File: src/rtl/serial_adder.sv
// Bit-serial adder: one full-adder slice (two half adders + OR) walks WIDTH bits LSB first.
// Define SERIAL_ADDER_OVF_EN to add the registered signed-overflow output ovf.
`timescale 1ns/1ps

module serial_adder #(
    parameter int WIDTH = 8
) (
    input  logic             clk,
    input  logic             rst_n,
    input  logic             start,
    input  logic [WIDTH-1:0] a,
    input  logic [WIDTH-1:0] b,
    input  logic             cin,
    output logic             busy,
    output logic             done,
    output logic [WIDTH-1:0] sum,
    output logic             cout
`ifdef SERIAL_ADDER_OVF_EN
    ,
    output logic             ovf
`endif
);

    localparam int CW = (WIDTH > 1) ? $clog2(WIDTH) : 1;

    typedef enum logic [1:0] {IDLE, ADD, DONE} state_t;

    state_t           state_q, state_d;
    logic [WIDTH-1:0] a_q, a_d;
    logic [WIDTH-1:0] b_q, b_d;
    logic [WIDTH-1:0] sum_q, sum_d;
    logic [CW-1:0]    cnt_q, cnt_d;
    logic             carry_q, carry_d;
    logic             busy_q, busy_d;
    logic             done_q, done_d;
    logic             cout_q, cout_d;
`ifdef SERIAL_ADDER_OVF_EN
    logic             ovf_q, ovf_d;
`endif

    logic ha0_s, ha0_c, ha1_s, ha1_c, fa_c;
    logic last_bit;

    // Full-adder slice on the current LSBs and the stored carry.
    assign ha0_s    = a_q[0] ^ b_q[0];
    assign ha0_c    = a_q[0] & b_q[0];
    assign ha1_s    = ha0_s ^ carry_q;
    assign ha1_c    = ha0_s & carry_q;
    assign fa_c     = ha0_c | ha1_c;
    assign last_bit = (cnt_q == CW'(WIDTH - 1));

    always_comb begin
        state_d = state_q;
        a_d     = a_q;
        b_d     = b_q;
        sum_d   = sum_q;
        cnt_d   = cnt_q;
        carry_d = carry_q;
        busy_d  = 1'b0;
        done_d  = 1'b0;
        cout_d  = cout_q;
`ifdef SERIAL_ADDER_OVF_EN
        ovf_d   = ovf_q;
`endif
        case (state_q)
            IDLE, DONE: begin
                if (start) begin
                    a_d     = a;
                    b_d     = b;
                    carry_d = cin;
                    cnt_d   = '0;
                    busy_d  = 1'b1;
                    state_d = ADD;
                end else begin
                    state_d = IDLE;
                end
            end
            ADD: begin
                sum_d   = {ha1_s, sum_q[WIDTH-1:1]};
                a_d     = {1'b0, a_q[WIDTH-1:1]};
                b_d     = {1'b0, b_q[WIDTH-1:1]};
                carry_d = fa_c;
                // Counter stops at WIDTH-1 so it never wraps for power-of-two widths.
                if (last_bit) begin
                    state_d = DONE;
                    done_d  = 1'b1;
                    cout_d  = fa_c;
`ifdef SERIAL_ADDER_OVF_EN
                    ovf_d   = carry_q ^ fa_c;
`endif
                end else begin
                    cnt_d  = cnt_q + CW'(1);
                    busy_d = 1'b1;
                end
            end
            default: state_d = IDLE;
        endcase
    end

    always_ff @(posedge clk or negedge rst_n) begin
        if (!rst_n) begin
            state_q <= IDLE;
            a_q     <= '0;
            b_q     <= '0;
            sum_q   <= '0;
            cnt_q   <= '0;
            carry_q <= 1'b0;
            busy_q  <= 1'b0;
            done_q  <= 1'b0;
            cout_q  <= 1'b0;
`ifdef SERIAL_ADDER_OVF_EN
            ovf_q   <= 1'b0;
`endif
        end else begin
            state_q <= state_d;
            a_q     <= a_d;
            b_q     <= b_d;
            sum_q   <= sum_d;
            cnt_q   <= cnt_d;
            carry_q <= carry_d;
            busy_q  <= busy_d;
            done_q  <= done_d;
            cout_q  <= cout_d;
`ifdef SERIAL_ADDER_OVF_EN
            ovf_q   <= ovf_d;
`endif
        end
    end

    assign busy = busy_q;
    assign done = done_q;
    assign sum  = sum_q;
    assign cout = cout_q;
`ifdef SERIAL_ADDER_OVF_EN
    assign ovf  = ovf_q;
`endif

endmodule

File: config.mk
export PLATFORM = sky130hd
export DESIGN_NAME = serial_adder
export DESIGN_NICKNAME = d
export VERILOG_FILES = /design/src/rtl/serial_adder.sv
export SDC_FILE = /design/constraint.sdc
export NUM_CORES = 1
export LEC_CHECK = 0
export CAP_MARGIN = 30
export CORE_ASPECT_RATIO = 0.6
export CORE_MARGIN = 2
export CORE_UTILIZATION = 35
export DETAILED_ROUTE_END_ITERATION = 16
export PLACE_DENSITY = 0.54
export RECOVER_POWER = 50
export SLEW_MARGIN = 20
export SYNTH_ARGS = -nofsm -noshare
export SYNTH_HDL_FRONTEND = slang
export SYNTH_SLANG_ARGS = --single-unit
File: constraint.sdc
create_clock -name clk -period 2.5 [get_ports clk]
set_input_delay 0.5 -clock clk [delete_from_list [all_inputs] [get_ports clk]]
set_output_delay 0.5 -clock clk [all_outputs]
set_load 0.05 [all_outputs]
==> results of run 1 <==
[cells in the mapped netlist (2+ instances only)]
library cell | n | area (µm²)
sky130_fd_sc_hd__o211ai_1 | 2 | 15.0
sky130_fd_sc_hd__nor2b_1 | 15 | 93.8
sky130_fd_sc_hd__nand3_1 | 4 | 20.0
sky130_fd_sc_hd__a21oi_1 | 14 | 70.1
sky130_fd_sc_hd__mux2i_1 | 16 | 160
sky130_fd_sc_hd__ha_1 | 2 | 25.0
sky130_fd_sc_hd__o21ai_1 | 2 | 10.0
sky130_fd_sc_hd__dfrtp_1 | 33 | 826
sky130_fd_sc_hd__a21o_1 | 2 | 15.0
sky130_fd_sc_hd__buf_2 | 6 | 30.0
sky130_fd_sc_hd__a211oi_1 | 14 | 105
sky130_fd_sc_hd__buf_6 | 5 | 56.3
sky130_fd_sc_hd__nand2_1 | 28 | 105
[worst max-delay path, stage by stage (launching register included)]
cell and delay [ns]:
sky130_fd_sc_hd__dfrtp_1 0.70, sky130_fd_sc_hd__nor2b_1 0.70, sky130_fd_sc_hd__and2_4 0.27, sky130_fd_sc_hd__mux2_4 0.29
[sequential cells by signal, indices dropped and copies added (netlist names)]
signal	cells
a_q	8
b_q	8
busy	1
carry_q	1
cnt_q	3
cout	1
done	1
state_q	2
sum	8
[routing by layer]
layer / track usage / share of wire
met5: 0 / 0
met2: 0.193 / 0.42
met1: 0.198 / 0.54
met3: 0.0396 / 0.033
met4: 0.0504 / 0.011
[final cells by class]
class	count	area [µm²]
clock inverters	1	5.00
well taps	63	78.8
clock buffers	7	96.3
fillers	448	2500
flip-flops and latches	33	826
multi-input cells	111	732
repair buffers	34	328
[worst max path at each step]
stage,endpoint,slack (ns),cells after the start,startpoint
2_1_floorplan,cout,1.15,4,cnt_q[0]
3_3_place_gp,b_q[1],0.54,4,start
3_5_place_dp,cnt_q[0],0.49,4,start
4_1_cts,sum[5],0.51,1,sum[5]
5_1_grt,cout,0.28,3,state_q[0]
6_report,cout,0.42,3,state_q[0]
[per-stage QoR]
stage	setup WS (ns)	hold slack, ns	total power (W)	cells	util
2_1_floorplan	1.15	0.204	0.00183	156	-
3_3_place_gp	0.538	0.463	0.00209	241	0.433
4_1_cts	0.507	0.486	0.00259	249	0.455
6_report	0.417	0.486	0.00255	249	0.453
5_1_grt	0.277	0.523	0.00275	249	0.453
3_5_place_dp	0.492	0.470	0.00213	241	0.433
[cells by family (layout without fill, tap and decap cells)]
| logic type | after synthesis | after routing | share of synthesized area |
|---|---|---|---|
| fa+ha+maj | 3 | 3 | 0.0272 |
| flops | 33 | 33 | 0.499 |
| mux | 17 | 17 | 0.106 |
| xor+xnor | 1 | 1 | 0.00529 |
| buf+inv | 12 | 42 | 0.0544 |
| compound gates | 36 | 36 | 0.141 |
| simple gates | 54 | 54 | 0.167 |
[power breakdown]
group | internal (W) | switching, W | total [W]
clock network | 0.000249 | 0.000200 | 0.000449
logic | 0.000473 | 0.000648 | 0.00112
registers | 0.000775 | 0.000202 | 0.000977
==> impl_metrics.xml, run 1 <==
<?xml version="1.0" encoding="UTF-8"?>
<metrics>
  <group name="timing">
    <metric name="max-slew-margin-rel" unit="">0.448</metric>
    <metric name="final.setup_skew" unit="ns">0.00355</metric>
    <metric name="fin_tns_setup" unit="ns">0</metric>
    <metric name="number_of_max_slew_violations_in_the_final_report" unit="">0</metric>
    <metric name="final_min_period_over_clock_period" unit="">0.833</metric>
    <metric name="tightest_slew" unit="ns">0.828</metric>
    <metric name="post-route-min-period" unit="ns">2.08</metric>
    <metric name="max_freq" unit="MHz">480</metric>
    <metric name="finalHoldViolations" unit="">0</metric>
    <metric name="rsz0062_at_grt" unit="">false</metric>
    <metric name="final-setup-viol-count" unit="">0</metric>
  </group>
  <group name="place">
    <metric name="routabilityCongestion" unit="">0.683</metric>
    <metric name="io_buffers" unit="">30</metric>
    <metric name="area_post_placement" unit="µm²">1970</metric>
    <metric name="dpl.hpwl" unit="mm">2.17</metric>
  </group>
  <group name="cts">
    <metric name="post_cts_resize_count" unit="">0</metric>
    <metric name="cts.path.max_buffers" unit="">2</metric>
    <metric name="clock_latency" unit="ns">0.28</metric>
    <metric name="cts.clk_slew.worst_paths" unit="ns">0.07</metric>
    <metric name="cts_hold_buf" unit="">0</metric>
    <metric name="cts_num_sinks" unit="">33</metric>
    <metric name="ctsRootBufferMaster" unit="">sky130_fd_sc_hd__clkbuf_8</metric>
    <metric name="cts_tree" unit="">done</metric>
    <metric name="cts.htree.levels" unit="">2</metric>
    <metric name="cts_setup_buffers" unit="">0</metric>
    <metric name="tritoncts.num_buffers" unit="">5</metric>
  </group>
  <group name="grt">
    <metric name="first_global_vias" unit="">1161</metric>
    <metric name="track_usage" unit="">0.136</metric>
    <metric name="grt_first_pass_wirelength" unit="mm">5.58</metric>
    <metric name="grt.overflow.total" unit="">0</metric>
    <metric name="maximum_number_of_pins_on_one_net_before_global_route_repair" unit="">34</metric>
    <metric name="grt_antenna_before_repair" unit="">0</metric>
  </group>
  <group name="synth">
    <metric name="ys_async_sr_fraction" unit="">1.00</metric>
    <metric name="ys.warnings.count" unit="">0</metric>
    <metric name="post_synth_inst_count" unit="">156</metric>
    <metric name="synth_seq_area_share" unit="">0.499</metric>
    <metric name="synth_ff_type" unit="">sky130_fd_sc_hd__dfrtp_1</metric>
    <metric name="post_synth.cell_area_avg" unit="µm²">10.6</metric>
    <metric name="synthDistinctLibCells" unit="">26</metric>
    <metric name="syn-cell-area" unit="µm²">1660</metric>
    <metric name="synth.ff_latch_count" unit="">33</metric>
    <metric name="postSynthNetCount" unit="">179</metric>
    <metric name="synth-edff-count" unit="">0</metric>
  </group>
  <group name="finish">
    <metric name="layout-drive-gt1-share" unit="">0.0806</metric>
    <metric name="insertedDiodeCount" unit="">0</metric>
    <metric name="final_cell_mix" unit="">33 x sky130_fd_sc_hd__dfrtp_1, 28 x sky130_fd_sc_hd__nand2_1, 28 x sky130_fd_sc_hd__clkdlybuf4s50_1</metric>
    <metric name="nNetsFinal" unit="">208</metric>
    <metric name="layout-area-overhead-vs-synth" unit="%">24.8</metric>
    <metric name="final_design_area_no_fill" unit="µm²">2070</metric>
    <metric name="commonest_non_fill_non_tap_cell_in_the_layout" unit="">sky130_fd_sc_hd__dfrtp_1</metric>
  </group>
  <group name="critical_path">
    <metric name="signal_arrival_time_at_the_worst_endpoint" unit="ns">2.25</metric>
    <metric name="critical_path.reg2reg.startpoint" unit="">state_q[0]</metric>
    <metric name="timing.critical_path.from_type" unit="">register</metric>
    <metric name="timing.reg2reg.worst_path_depth" unit="">3</metric>
    <metric name="worstPathMaxFanout" unit="">19</metric>
    <metric name="r2r_setup_slack" unit="ns">0.42</metric>
    <metric name="crit_type" unit="">register to register</metric>
    <metric name="worst_setup_path_end_kind" unit="">register</metric>
    <metric name="critPathRequiredTime" unit="ns">2.67</metric>
    <metric name="worst_r2r_endpoint" unit="">cout</metric>
  </group>
  <group name="run_status">
    <metric name="status" unit="">completed</metric>
  </group>
  <group name="die">
    <metric name="floorplan.die.height" unit="µm">57.3</metric>
    <metric name="floorplan.rows" unit="">19</metric>
    <metric name="starting_density_of_the_core" unit="">0.363</metric>
    <metric name="dieWidth" unit="µm">92.8</metric>
    <metric name="core" unit="µm²">4560</metric>
    <metric name="die-area" unit="µm²">5310</metric>
    <metric name="pin_count" unit="">31</metric>
  </group>
  <group name="route">
    <metric name="detail_route.wl_per_cell" unit="µm">12.8</metric>
    <metric name="routed_wirelength" unit="mm">3.19</metric>
    <metric name="post-route-drc-count" unit="">0</metric>
    <metric name="first_iter_violations" unit="">29</metric>
    <metric name="initial_drt_pass_iterations" unit="">4</metric>
    <metric name="via_per_inst" unit="">4.72</metric>
    <metric name="vias" unit="">1175</metric>
    <metric name="drt.antenna.violating_nets" unit="">0</metric>
  </group>
  <group name="min_path">
    <metric name="timing.hold.worst_path_depth" unit="">2</metric>
    <metric name="min-delay-start" unit="">sum[0]</metric>
    <metric name="worstHoldEndpoint" unit="">sum[0]</metric>
    <metric name="worstHoldPathType" unit="">register to register</metric>
  </group>
  <group name="power">
    <metric name="pwr_density_cell" unit="nW/µm²">1230</metric>
    <metric name="vdd.ir_drop.worst" unit="µV">412</metric>
    <metric name="leakage" unit="nW">0.855</metric>
  </group>
  <group name="flow_run">
    <metric name="max_cap_viol_count" unit="">0</metric>
  </group>
</metrics>
Power figures use the tool's default switching activity.
==> run 2: changes to the inputs <==
- clock period: 2.5 -> 2.05 ns (I/O delays scaled with it)
==> run 2 against run 1 <==
- flip-flop and latch count did not move
- first-iteration DRC count rose by 93%
- worst hold slack got worse by 0.0031 ns
- clock-buffer cell count fell by 2
- combinational power rose by 23%
- via count rose by 2.3%
- critical path depth fell by 2
- global-route usage rose by 0.069 points
- largest power group unchanged
==> impl_metrics.xml, run 2 (synthesis results as in run 1) <==
<?xml version="1.0" encoding="UTF-8"?>
<metrics>
  <group name="run_status">
    <metric name="status" unit="">completed</metric>
  </group>
  <group name="grt">
    <metric name="first_global_vias" unit="">1219</metric>
    <metric name="grt_first_pass_wirelength" unit="mm">5.62</metric>
    <metric name="maximum_number_of_pins_on_one_net_before_global_route_repair" unit="">34</metric>
    <metric name="grt.overflow.total" unit="">0</metric>
    <metric name="grt_antenna_before_repair" unit="">0</metric>
    <metric name="track_usage" unit="">0.137</metric>
  </group>
  <group name="cts">
    <metric name="cts_setup_buffers" unit="">0</metric>
    <metric name="cts_tree" unit="">done</metric>
    <metric name="post_cts_resize_count" unit="">0</metric>
    <metric name="ctsRootBufferMaster" unit="">sky130_fd_sc_hd__clkbuf_8</metric>
    <metric name="cts_hold_buf" unit="">0</metric>
    <metric name="clock_latency" unit="ns">0.28</metric>
    <metric name="cts.path.max_buffers" unit="">2</metric>
    <metric name="cts.clk_slew.worst_paths" unit="ns">0.07</metric>
    <metric name="tritoncts.num_buffers" unit="">5</metric>
    <metric name="cts.htree.levels" unit="">2</metric>
    <metric name="cts_num_sinks" unit="">33</metric>
  </group>
  <group name="power">
    <metric name="leakage" unit="nW">0.875</metric>
    <metric name="vdd.ir_drop.worst" unit="µV">473</metric>
    <metric name="pwr_density_cell" unit="nW/µm²">1560</metric>
  </group>
  <group name="critical_path">
    <metric name="worstPathMaxFanout" unit="">3</metric>
    <metric name="path_cells" unit="">clkdlybuf4s50_1</metric>
    <metric name="signal_arrival_time_at_the_worst_endpoint" unit="ns">1.47</metric>
    <metric name="worst_setup_path_end_kind" unit="">output port</metric>
    <metric name="critical-path-top-delay-family" unit="">buffers and inverters</metric>
    <metric name="critical_path_buf_inv_count" unit="">1</metric>
    <metric name="crit_path_top_delay_cell" unit="">sky130_fd_sc_hd__clkdlybuf4s50_1</metric>
    <metric name="cp-startpoint" unit="">sum[6]</metric>
    <metric name="critPathRequiredTime" unit="ns">1.64</metric>
    <metric name="crit_type" unit="">register to output port</metric>
    <metric name="timing.critical_path.from_type" unit="">register</metric>
    <metric name="critical_path.reg2reg.startpoint" unit="">state_q[0]</metric>
    <metric name="crit_path_max_incr_delay" unit="ns">0.81</metric>
  </group>
  <group name="finish">
    <metric name="final_cell_mix" unit="">33 x sky130_fd_sc_hd__dfrtp_1, 29 x sky130_fd_sc_hd__clkdlybuf4s50_1, 28 x sky130_fd_sc_hd__nand2_1</metric>
    <metric name="fin_util" unit="">0.460</metric>
    <metric name="insertedDiodeCount" unit="">0</metric>
    <metric name="nNetsFinal" unit="">209</metric>
    <metric name="layout-area-overhead-vs-synth" unit="%">26.9</metric>
    <metric name="commonest_non_fill_non_tap_cell_in_the_layout" unit="">sky130_fd_sc_hd__dfrtp_1</metric>
    <metric name="layout-drive-gt1-share" unit="">0.0802</metric>
  </group>
  <group name="die">
    <metric name="floorplan.die.height" unit="µm">57.3</metric>
    <metric name="starting_density_of_the_core" unit="">0.363</metric>
    <metric name="dieWidth" unit="µm">92.8</metric>
    <metric name="pin_count" unit="">31</metric>
    <metric name="core" unit="µm²">4560</metric>
    <metric name="die-area" unit="µm²">5310</metric>
    <metric name="floorplan.rows" unit="">19</metric>
  </group>
  <group name="timing">
    <metric name="rsz0062_at_grt" unit="">false</metric>
    <metric name="final.setup_skew" unit="ns">0.00299</metric>
    <metric name="final_min_period_over_clock_period" unit="">0.915</metric>
    <metric name="post-route-min-period" unit="ns">1.88</metric>
    <metric name="final-setup-viol-count" unit="">0</metric>
    <metric name="finalHoldViolations" unit="">0</metric>
    <metric name="fin_tns_setup" unit="ns">0</metric>
    <metric name="max_freq" unit="MHz">533</metric>
    <metric name="number_of_max_slew_violations_in_the_final_report" unit="">0</metric>
    <metric name="tightest_slew" unit="ns">0.834</metric>
    <metric name="max-slew-margin-rel" unit="">0.444</metric>
  </group>
  <group name="route">
    <metric name="routed_wirelength" unit="mm">3.22</metric>
    <metric name="post-route-drc-count" unit="">0</metric>
    <metric name="detail_route.wl_per_cell" unit="µm">12.9</metric>
    <metric name="vias" unit="">1202</metric>
    <metric name="via_per_inst" unit="">4.81</metric>
    <metric name="first_iter_violations" unit="">56</metric>
    <metric name="drt.antenna.violating_nets" unit="">0</metric>
    <metric name="initial_drt_pass_iterations" unit="">4</metric>
  </group>
  <group name="place">
    <metric name="routabilityCongestion" unit="">0.736</metric>
    <metric name="io_buffers" unit="">30</metric>
    <metric name="dpl.hpwl" unit="mm">2.25</metric>
  </group>
  <group name="flow_run">
    <metric name="max_cap_viol_count" unit="">0</metric>
  </group>
  <group name="min_path">
    <metric name="min-delay-start" unit="">sum[0]</metric>
    <metric name="worstHoldPathType" unit="">register to register</metric>
  </group>
</metrics>
## run 2: final timing paths
path	slack (ns)	endpoint	cells after the start
worst max-delay path	0.17	sum[6]	1
worst min-delay path	0.48	sum[0]	2
worst max register to register	0.27	sum[0]	4
worst min register to register	0.48	sum[0]	2
max in group asynchronous	0.78	cnt_q[2]	2
min in group asynchronous	0.75	a_q[5]	2
## run 2: metrics by stage
step / power (W) / cells / instance area [µm²] / setup WS, ns / hold slack (ns)
after global routing: 0.00354 / 250 / 2100 / 0.0685 / 0.510
after floorplan: 0.00223 / 156 / 1660 / 0.699 / 0.114
final: 0.00328 / 250 / 2100 / 0.174 / 0.483
after detailed placement: 0.00260 / 242 / 1980 / 0.343 / 0.473
after global placement: 0.00255 / 242 / 1980 / 0.368 / 0.461
after CTS: 0.00334 / 250 / 2120 / 0.155 / 0.487
## run 2: cell type report
| cell class | count | area [µm²] |
|---|---|---|
| clock buffer | 5 | 68.8 |
| clock inverter | 3 | 65.1 |
| fill | 440 | 2460 |
| multi-input combinational | 111 | 729 |
| sequential | 33 | 826 |
| tap | 63 | 78.8 |
| timing repair buffer | 35 | 333 |
## run 2: layer usage
metal	part of all wire	GRT usage	vias to the layer above
met5	0	0	-
met4	0.011	0.0441	0
met3	0.037	0.0436	5
met1	0.50	0.185	577
met2	0.45	0.211	18
li1	-	-	602
## run 2: where the power goes
| part | leakage (nW) | internal (W) | total (W) | switching [W] |
|---|---|---|---|---|
| sequential | 0.400 | 0.000946 | 0.00118 | 0.000236 |
| combinational | 0.407 | 0.000578 | 0.00138 | 0.000799 |
| clock | 0.0681 | 0.000483 | 0.000727 | 0.000244 |
| total | 0.875 | 0.00201 | 0.00328 | 0.00128 |
